[src/rtl/hex_rotate_pkg.sv]
// Shared types and constants for the character-rotate sequencer.
package hex_rotate_pkg;

    localparam int CHAR_W   = 2;
    localparam int NUM_CHAR = 4;
    localparam int SEL_W    = 2;
    localparam int WORD_W   = CHAR_W * NUM_CHAR;

    // Reset char word {c3,c2,c1,c0} = 00,01,10,11
    localparam logic [WORD_W-1:0] INIT_WORD_DEF = 8'h1B;

    typedef enum logic [1:0] {
        S_IDLE = 2'd0,
        S_RUN  = 2'd1,
        S_HOLD = 2'd2,
        S_LOAD = 2'd3
    } state_t;

    // Next select value; the 2-bit width gives the modulo-4 wrap for free.
    function automatic logic [SEL_W-1:0] sel_next(input logic [SEL_W-1:0] cur,
                                                   input logic            down);
        return down ? cur - 1'b1 : cur + 1'b1;
    endfunction

endpackage

[src/rtl/hex_rotate_ctrl_prescaler.sv]
// Free-running divide-by-TICK_DIV counter with clear and freeze.
// tc is high for the single enabled cycle where the count reads TICK_DIV-1.
module tick_prescaler #(
    parameter int CNT_W    = 26,
    parameter int TICK_DIV = 50_000_000
) (
    input  logic clk,
    input  logic rst_n,
    input  logic cnt_en,
    input  logic cnt_clr,
    output logic tc
);

    localparam logic [CNT_W-1:0] LAST = CNT_W'(TICK_DIV - 1);

    logic [CNT_W-1:0] cnt;

    assign tc = cnt_en && !cnt_clr && (cnt == LAST);

    // Clear wins over count; with neither asserted the count holds.
    always_ff @(posedge clk or negedge rst_n) begin
        if (!rst_n) begin
            cnt <= '0;
        end else if (cnt_clr) begin
            cnt <= '0;
        end else if (cnt_en) begin
            cnt <= (cnt == LAST) ? '0 : cnt + 1'b1;
        end
    end

endmodule

[src/rtl/hex_rotate_ctrl.sv]
// Sequencer for the 4:1 character-select display path. Owns the select and
// char word registers, rotates the select on a timed tick, and accepts new
// char words through a valid/ready load while rotation is stopped.
module hex_rotate_ctrl
    import hex_rotate_pkg::*;
#(
    parameter int                TICK_DIV  = 50_000_000,
    parameter int                CNT_W     = 26,
    parameter logic [WORD_W-1:0] INIT_WORD = INIT_WORD_DEF
) (
    input  logic              CLOCK_50,
    input  logic              RESET_N,
    input  logic              en,
    input  logic              step,
    input  logic              dir,
    input  logic              ld_valid,
    input  logic [WORD_W-1:0] ld_data,
    output logic              ld_ready,
    output logic [SEL_W-1:0]  sel,
    output logic [WORD_W-1:0] char_word,
    output logic              adv,
    output logic [1:0]        state
);

    state_t            st;
    logic [WORD_W-1:0] ld_buf;
    logic              tc;
    logic              hs;

    assign hs    = ld_valid && ld_ready;
    assign state = st;

    // Counting only happens in RUN; IDLE and LOAD hold it at zero, HOLD freezes it.
    tick_prescaler #(
        .CNT_W    (CNT_W),
        .TICK_DIV (TICK_DIV)
    ) u_presc (
        .clk     (CLOCK_50),
        .rst_n   (RESET_N),
        .cnt_en  (st == S_RUN),
        .cnt_clr ((st == S_IDLE) || (st == S_LOAD)),
        .tc      (tc)
    );

    // Control FSM with registered sel/char_word/adv/ld_ready.
    // ld_ready tracks the state it is entering so it is 1 exactly in IDLE/HOLD.
    always_ff @(posedge CLOCK_50 or negedge RESET_N) begin
        if (!RESET_N) begin
            st        <= S_IDLE;
            sel       <= '0;
            char_word <= INIT_WORD;
            ld_buf    <= INIT_WORD;
            adv       <= 1'b0;
            ld_ready  <= 1'b1;
        end else begin
            adv <= 1'b0;
            case (st)
                S_IDLE, S_HOLD: begin
                    if (hs) begin
                        // Load beats both en and step; the step is dropped.
                        ld_buf   <= ld_data;
                        st       <= S_LOAD;
                        ld_ready <= 1'b0;
                    end else begin
                        if (step) begin
                            sel <= sel_next(sel, dir);
                            adv <= 1'b1;
                        end
                        if (en) begin
                            st       <= S_RUN;
                            ld_ready <= 1'b0;
                        end
                    end
                end
                S_RUN: begin
                    // A terminal count still advances even if en drops that cycle.
                    if (tc) begin
                        sel <= sel_next(sel, dir);
                        adv <= 1'b1;
                    end
                    if (!en) begin
                        st       <= S_HOLD;
                        ld_ready <= 1'b1;
                    end
                end
                S_LOAD: begin
                    char_word <= ld_buf;
                    sel       <= '0;
                    st        <= S_IDLE;
                    ld_ready  <= 1'b1;
                end
                default: begin
                    st       <= S_IDLE;
                    ld_ready <= 1'b1;
                end
            endcase
        end
    end

endmodule

[config.mk]
export PLATFORM = sky130hd
export DESIGN_NAME = hex_rotate_ctrl
export DESIGN_NICKNAME = d
export VERILOG_FILES = /design/src/rtl/hex_rotate_pkg.sv /design/src/rtl/hex_rotate_ctrl_prescaler.sv /design/src/rtl/hex_rotate_ctrl.sv
export SDC_FILE = /design/constraint.sdc
export NUM_CORES = 1
export LEC_CHECK = 0
export CORE_MARGIN = 5
export CORE_UTILIZATION = 31
export CTS_BUF_LIST = sky130_fd_sc_hd__clkbuf_4 sky130_fd_sc_hd__clkbuf_8 sky130_fd_sc_hd__clkbuf_16
export CTS_CLUSTER_DIAMETER = 200
export DETAILED_ROUTE_END_ITERATION = 6
export GPL_ROUTABILITY_DRIVEN = 0
export PLACE_DENSITY = 0.55
export SKIP_CTS_REPAIR_TIMING = 1
export SLEW_MARGIN = 15
export SYNTH_ARGS = -nofsm -noshare
export SYNTH_HDL_FRONTEND = slang
export SYNTH_SLANG_ARGS = --single-unit
[constraint.sdc]
create_clock -name CLOCK_50 -period 2.6 [get_ports CLOCK_50]
set_clock_uncertainty 0.2 [all_clocks]
set_input_delay 0.26 -clock CLOCK_50 [delete_from_list [all_inputs] [get_ports CLOCK_50]]
set_output_delay 0.26 -clock CLOCK_50 [all_outputs]
set_load 0.005 [all_outputs]
==> impl_metrics.yaml, run 1 <==
drt:
  antenna_left: 0
  dr_total_vias: 1740
  wl_um: 5000
  drt_iter0_markers: 50
  wire_per_inst_um: 14.1
  drt_first_pass_iters: 4
  viasPerCell: 4.90
  drc: 0
worst_hold_path:
  worstHoldEndpoint: "char_word[2]"
  holdPathStages: 1
  hold_start: "ld_buf[2]"
  hp-class: "reg2reg"
sta:
  maxSlewViolCount: 0
  setup_tns_ps: 0
  setup_slack_ps: 321
  fin_crit_ps: 2280
  fin_crit_sh_pct: 87.6
  timing.max_slew.rel_slack_pct: 54.4
  setup_viol: 0
  max_freq_mhz: 439
  worst_slew_pin_slew_ps: 684
  rsz0062_at_grt: "false"
  hold_viol_final: 0
critical_path:
  worst-setup-path-type: "reg2reg"
  slowest_stage: "dfrtp_1"
  cp_top_family: "simple AND/OR/NAND/NOR gates"
  path_buf_inv: 0
  startpoint_type: "flop"
  rr_startpoint: "u_presc.cnt[0]"
  arrival_ps: 2270
  regToRegSetupSlack_ps: 320
  endpoint_kind: "flop"
  reg2reg_depth: 6
  crit_fanout: 6
  r2r-end: "sel[1]"
  cp.required_ps: 2590
  worstPathCellList: "ha_1 > and3_1 > nand3_1 > nor4_2 > o21bai_1 > a221o_1"
  critical-path-max-stage-delay_ps: 430
clocking:
  clockBufferDepth: 2
  root_buffer: "clkbuf_8"
  clkTransAtPathRegs_ps: 100
  cts_buffers: 5
  cts_tree: "built"
  clk_latency_ps: 310
  htree_levels: 2
  cts.sinks: 48
yosys:
  synthFlopType: "dfrtp_1"
  synth.most_common_cell: "dfrtp_1"
  ys_ff_latch: 48
  ys_async_sr_fraction_pct: 100
  yosysUniqueCellTypes: 41
  synth.avg_cell_area_um2: 11.0
  netlist_instances: 220
  synth.top_cell.area_share_pct: 40.3
  synth_area_leaders: "dfrtp_1 40%, dfstp_2 9.8%, mux2_2 7.9%"
  syn_area_mm2: 0.00242
  synth.largest_area_cell: "dfrtp_1"
  syn_nets: 241
  synthTopCellsByCount: "39 x dfrtp_1, 26 x nor2_1, 19 x nand2_1"
  ys_seq_area_share_pct: 50.1
  synth-edff-count: 0
  ys_warn_count: 0
die:
  die_x_um: 98.4
  start_util_pct: 31.5
  die_area_mm2: 0.00968
  die_h_um: 98.4
  rows: 32
  core_mm2: 0.00769
  io_pins: 28
global_routing:
  grtUsageTotal_pct: 10.8
  antenna_found_initial: 0
  grt_pass1_wl_um: 8720
  grt_start_max_net_pins: 30
  grt_pass1_vias: 1785
  overflow: 0
placement:
  port_buffers: 27
  dp_slack_ps: 328
  dpl.hpwl_um: 3610
finish:
  syn_to_final_growth_pct: 20.1
  nets: 273
  antennaDiodeCount: 0
  drive_gt1_share_pct: 17.8
status:
  outcome: "finished, final reports clean"
power:
  pwr_density_cell_mw_per_mm2: 954
  leakagePower_nw: 1.20
  peakVddDrop_v: 0.000352
job:
  maxCapViolations: 0
## registers in the layout (all words and copies together), names as in the netlist
signal       count
state            2
ld_buf           8
char_word        8
sel              2
adv              1
u_presc.cnt     26
ld_ready         1
## layout by cell type, fill, tap and decap left out, types with 2 or more instances in the layout
master / Yosys / layout
xor2_1: 16 / 16
mux2_2: 17 / 17
a21oi_1: 7 / 7
a21o_1: 2 / 2
nand2_1: 19 / 19
nor2_1: 26 / 26
dfstp_2: 9 / 9
nand4_1: 10 / 10
ha_1: 7 / 7
o21ai_0: 3 / 3
clkdlybuf4s50_1: 0 / 26
clkbuf_8: 0 / 5
inv_1: 4 / 4
nor4_4: 2 / 2
nor4bb_1: 2 / 2
xnor2_1: 3 / 3
nor4_1: 2 / 2
clkinvlp_4: 0 / 2
o311ai_0: 2 / 2
o32a_1: 2 / 2
nand2b_1: 2 / 2
nor2b_1: 2 / 2
buf_4: 0 / 3
dfrtp_1: 39 / 39
o31ai_1: 4 / 4
nand3_1: 13 / 13
and3_1: 6 / 6
## final cells by class
| class | count | area, µm² |
|---|---|---|
| sequential | 48 | 1210 |
| inverter | 4 | 15.0 |
| tap | 102 | 128 |
| fill | 784 | 4780 |
| clock buffer | 5 | 68.8 |
| multi-input combinational | 162 | 1160 |
| clock inverter | 3 | 23.8 |
| timing repair buffer | 31 | 298 |
## power breakdown
group | switching, mW | total, mW | internal, mW
Combinational | 0.567 | 1.18 | 0.611
Sequential | 0.138 | 1.13 | 0.996
Clock | 0.274 | 0.465 | 0.191
Total | 0.979 | 2.78 | 1.80
## kinds of logic after synthesis
group | share of synthesized area, %
multiplexers | 7.90
XOR/XNOR | 6.87
AO/OA/AOI/OAI | 7.75
buffers and inverters | 1.86
adder cells (fa/ha/maj) | 3.62
AND/OR/NAND/NOR | 22.0
flip-flops | 50.1
## worst max path at each step
stage | start | endpoint | cells past startpoint
2_1_floorplan | u_presc.cnt[0] | u_presc.cnt[10] | 7
3_3_place_gp | u_presc.cnt[7] | u_presc.cnt[20] | 5
3_5_place_dp | u_presc.cnt[1] | sel[1] | 6
4_1_cts | u_presc.cnt[0] | u_presc.cnt[3] | 6
5_1_grt | u_presc.cnt[0] | u_presc.cnt[20] | 6
6_report | u_presc.cnt[0] | sel[1] | 6
## stage by stage
step / hold WS (ps) / power (mW) / cell area [µm²] / std cells / utilization, %
after detailed placement: 140 / 2.35 / 2810 / 346 / 36.5
after floorplan: -236 / 1.92 / 2420 / 220 / -
after CTS: -194 / 2.83 / 2900 / 354 / 37.7
after global routing: 324 / 2.99 / 2910 / 355 / 37.9
after global placement: 129 / 2.34 / 2810 / 346 / 36.5
final: 308 / 2.78 / 2910 / 355 / 37.9
## layer usage
| layer | part of all wire [%] | track usage (%) | up-vias | wire [µm] |
|---|---|---|---|---|
| li1 | - | - | 842 | - |
| met1 | 48 | 14.6 | 875 | 2400 |
| met2 | 49 | 17.6 | 14 | 2440 |
| met3 | 2.0 | 1.93 | 9 | 102 |
| met4 | 1.3 | 3.47 | 0 | 64 |
| met5 | 0 | 0 | - | 0 |
## worst register-to-register path, cell delays in order, from the launching register on
cell and delay (ps):
dfrtp_1 430, ha_1 270, and3_1 210, nand3_1 180, nor4_2 390, o21bai_1 140, a221o_1 360
Power figures use the tool's default switching activity.
==> inputs of run 2 (changes only) <==
--- a/config.mk
+++ b/config.mk
@@ -6,12 +6,12 @@
 export NUM_CORES = 1
 export LEC_CHECK = 0
 export CORE_MARGIN = 5
-export CORE_UTILIZATION = 31
+export CORE_UTILIZATION = 55
 export CTS_BUF_LIST = sky130_fd_sc_hd__clkbuf_4 sky130_fd_sc_hd__clkbuf_8 sky130_fd_sc_hd__clkbuf_16
 export CTS_CLUSTER_DIAMETER = 200
 export DETAILED_ROUTE_END_ITERATION = 6
 export GPL_ROUTABILITY_DRIVEN = 0
-export PLACE_DENSITY = 0.55
+export PLACE_DENSITY = 0.85
 export SKIP_CTS_REPAIR_TIMING = 1
 export SLEW_MARGIN = 15
 export SYNTH_ARGS = -nofsm -noshare
==> run 2 against run 1 <==
  * Combinational power barely moved
  * Critical path depth did not move
  * Via count rose by 0.92%
  * Setup slack got worse by 73 ps
  * Sequential power barely moved
  * Critical path type unchanged
  * Largest power group unchanged
  * Flip-flop and latch count did not move
==> impl_metrics.yaml, run 2 (synthesis gave the netlist of run 1 again) <==
status:
  outcome: "finished, final reports clean"
worst_hold_path:
  worstHoldEndpoint: "ld_buf[6]"
  hp-class: "reg2reg"
  holdPathStages: 1
  hold_start: "ld_buf[6]"
clocking:
  clockBufferDepth: 2
  root_buffer: "clkbuf_8"
  htree_levels: 2
  cts.sinks: 48
  cts_buffers: 5
  clkTransAtPathRegs_ps: 90
  clk_latency_ps: 310
  cts_tree: "built"
finish:
  fin_area_mm2: 0.00288
  antennaDiodeCount: 0
  layout.cells.most_common_list: "39 x dfrtp_1, 26 x nor2_1, 26 x clkdlybuf4s50_1"
  top_regs: "u_presc.cnt x26, char_word x8, ld_buf x8"
  drive_gt1_share_pct: 17.8
  syn_to_final_growth_pct: 18.8
  final_core_util_pct: 66.5
  mostFrequentLayoutCell: "dfrtp_1"
  finalNonFillerCells: 305
  largest_reg_flops: 26
  nets: 273
  top_register: "u_presc.cnt"
critical_path:
  startpoint_type: "flop"
  reg2reg_depth: 6
  arrival_ps: 2350
  cp.required_ps: 2600
  worst-setup-path-type: "reg2reg"
  regToRegSetupSlack_ps: 250
  endpoint_kind: "flop"
  crit_fanout: 6
  r2r-end: "sel[1]"
  rr_startpoint: "u_presc.cnt[0]"
sta:
  setup_tns_ps: 0
  fin_crit_ps: 2350
  fin_crit_sh_pct: 90.5
  max_freq_mhz: 425
  maxSlewViolCount: 0
  rsz0062_at_grt: "false"
  timing.max_slew.rel_slack_pct: 35.6
  setup_viol: 0
  worst_slew_pin_slew_ps: 966
  hold_viol_final: 0
  timing.hold.ws_ps: 306
global_routing:
  grt_pass1_vias: 1683
  overflow: 0
  grtUsageTotal_pct: 17.5
  grt_start_max_net_pins: 46
  antenna_found_initial: 0
  grt_pass1_wl_um: 8290
drt:
  viasPerCell: 5.76
  wl_um: 4850
  antenna_left: 0
  drt_iter0_markers: 119
  dr_total_vias: 1756
  wire_per_inst_um: 15.9
  drc: 0
  drt_first_pass_iters: 4
power:
  leakagePower_nw: 1.23
  peakVddDrop_v: 0.000530
  pwr_density_cell_mw_per_mm2: 1010
die:
  rows: 24
  die_area_mm2: 0.00583
  die_x_um: 76.4
  io_pins: 28
  start_util_pct: 56.0
  core_mm2: 0.00432
  die_h_um: 76.4
placement:
  dpl.hpwl_um: 3410
  placed_cell_area_mm2: 0.00275
  port_buffers: 27
  dp.cells: 296
job:
  maxCapViolations: 0
-- run 2: cell count changes in the layout (fill, tap and decap cells not counted) --
cell        before  now
clkinvlp_4       2    0
bufinv_16        0    1
clkbuf_8         5    6
-- run 2: final cells by class --
cell class              instances  area (µm²)
clock inverters                 2        38.8
repair buffers                 31         298
multi-input cells             162        1160
fillers                       327        1450
clock buffers                   6        82.6
well taps                      52        65.1
flip-flops and latches         48        1210
inverters                       4        15.0
-- run 2: where the power goes --
part           internal [mW]  total, mW  switching (mW)
combinational          0.611       1.17           0.560
sequential             0.997       1.14           0.148
clock                  0.315      0.576           0.262
-- run 2: critical path, cell delays in order (launching register included) --
cell      delay [ps]
dfrtp_1          450
ha_1             260
and3_1           220
nand3_1          170
nor4_2           410
o21bai_1         160
a221o_1          370
-- run 2: how the worst max path moves through the flow --
stage                         from  cells after the start  slack [ps]               to
finish              u_presc.cnt[0]                      6         250           sel[1]
global placement    u_presc.cnt[0]                      6         310           sel[1]
CTS                 u_presc.cnt[0]                      6         260           sel[1]
detailed placement  u_presc.cnt[0]                      6         270           sel[1]
floorplan           u_presc.cnt[0]                      7         530  u_presc.cnt[10]
global route        u_presc.cnt[0]                      6         160           sel[1]
-- run 2: metrics by stage --
step / power [mW] / setup WS [ps]
2_1_floorplan: 1.92 / 533
3_3_place_gp: 2.28 / 312
3_5_place_dp: 2.33 / 266
4_1_cts: 2.91 / 260
5_1_grt: 3.10 / 164
6_report: 2.89 / 248
-- run 2: routing by layer --
metal,vias up,GRT usage (%),wire length (µm)
met1,864,24.0,2250
met5,-,0,0
met2,36,26.6,2370
met3,5,4.73,185
met4,0,5.94,42
li1,851,-,-
==> inputs of run 3 (changes only) <==
--- a/config.mk
+++ b/config.mk
@@ -11,7 +11,9 @@
 export CTS_CLUSTER_DIAMETER = 200
 export DETAILED_ROUTE_END_ITERATION = 6
 export GPL_ROUTABILITY_DRIVEN = 0
+export HOLD_SLACK_MARGIN = 0.06
 export PLACE_DENSITY = 0.85
+export SETUP_SLACK_MARGIN = 0.02
 export SKIP_CTS_REPAIR_TIMING = 1
 export SLEW_MARGIN = 15
 export SYNTH_ARGS = -nofsm -noshare
==> constraint.sdc (replaced) <==
create_clock -name CLOCK_50 -period 2.6 [get_ports CLOCK_50]
set_clock_uncertainty 0.2 [all_clocks]
set_input_delay 0.26 -clock CLOCK_50 [delete_from_list [all_inputs] [get_ports CLOCK_50]]
set_output_delay 0.26 -clock CLOCK_50 [all_outputs]
set_load 0.05 [all_outputs]
==> results of run 3 <==
The final DEF is identical to that of run 2. Status: finished, final reports clean.
Among the figures that moved: total power 2.89 mW -> 3.27 mW; worst IR drop on VDD 0.000530 V -> 0.000766 V
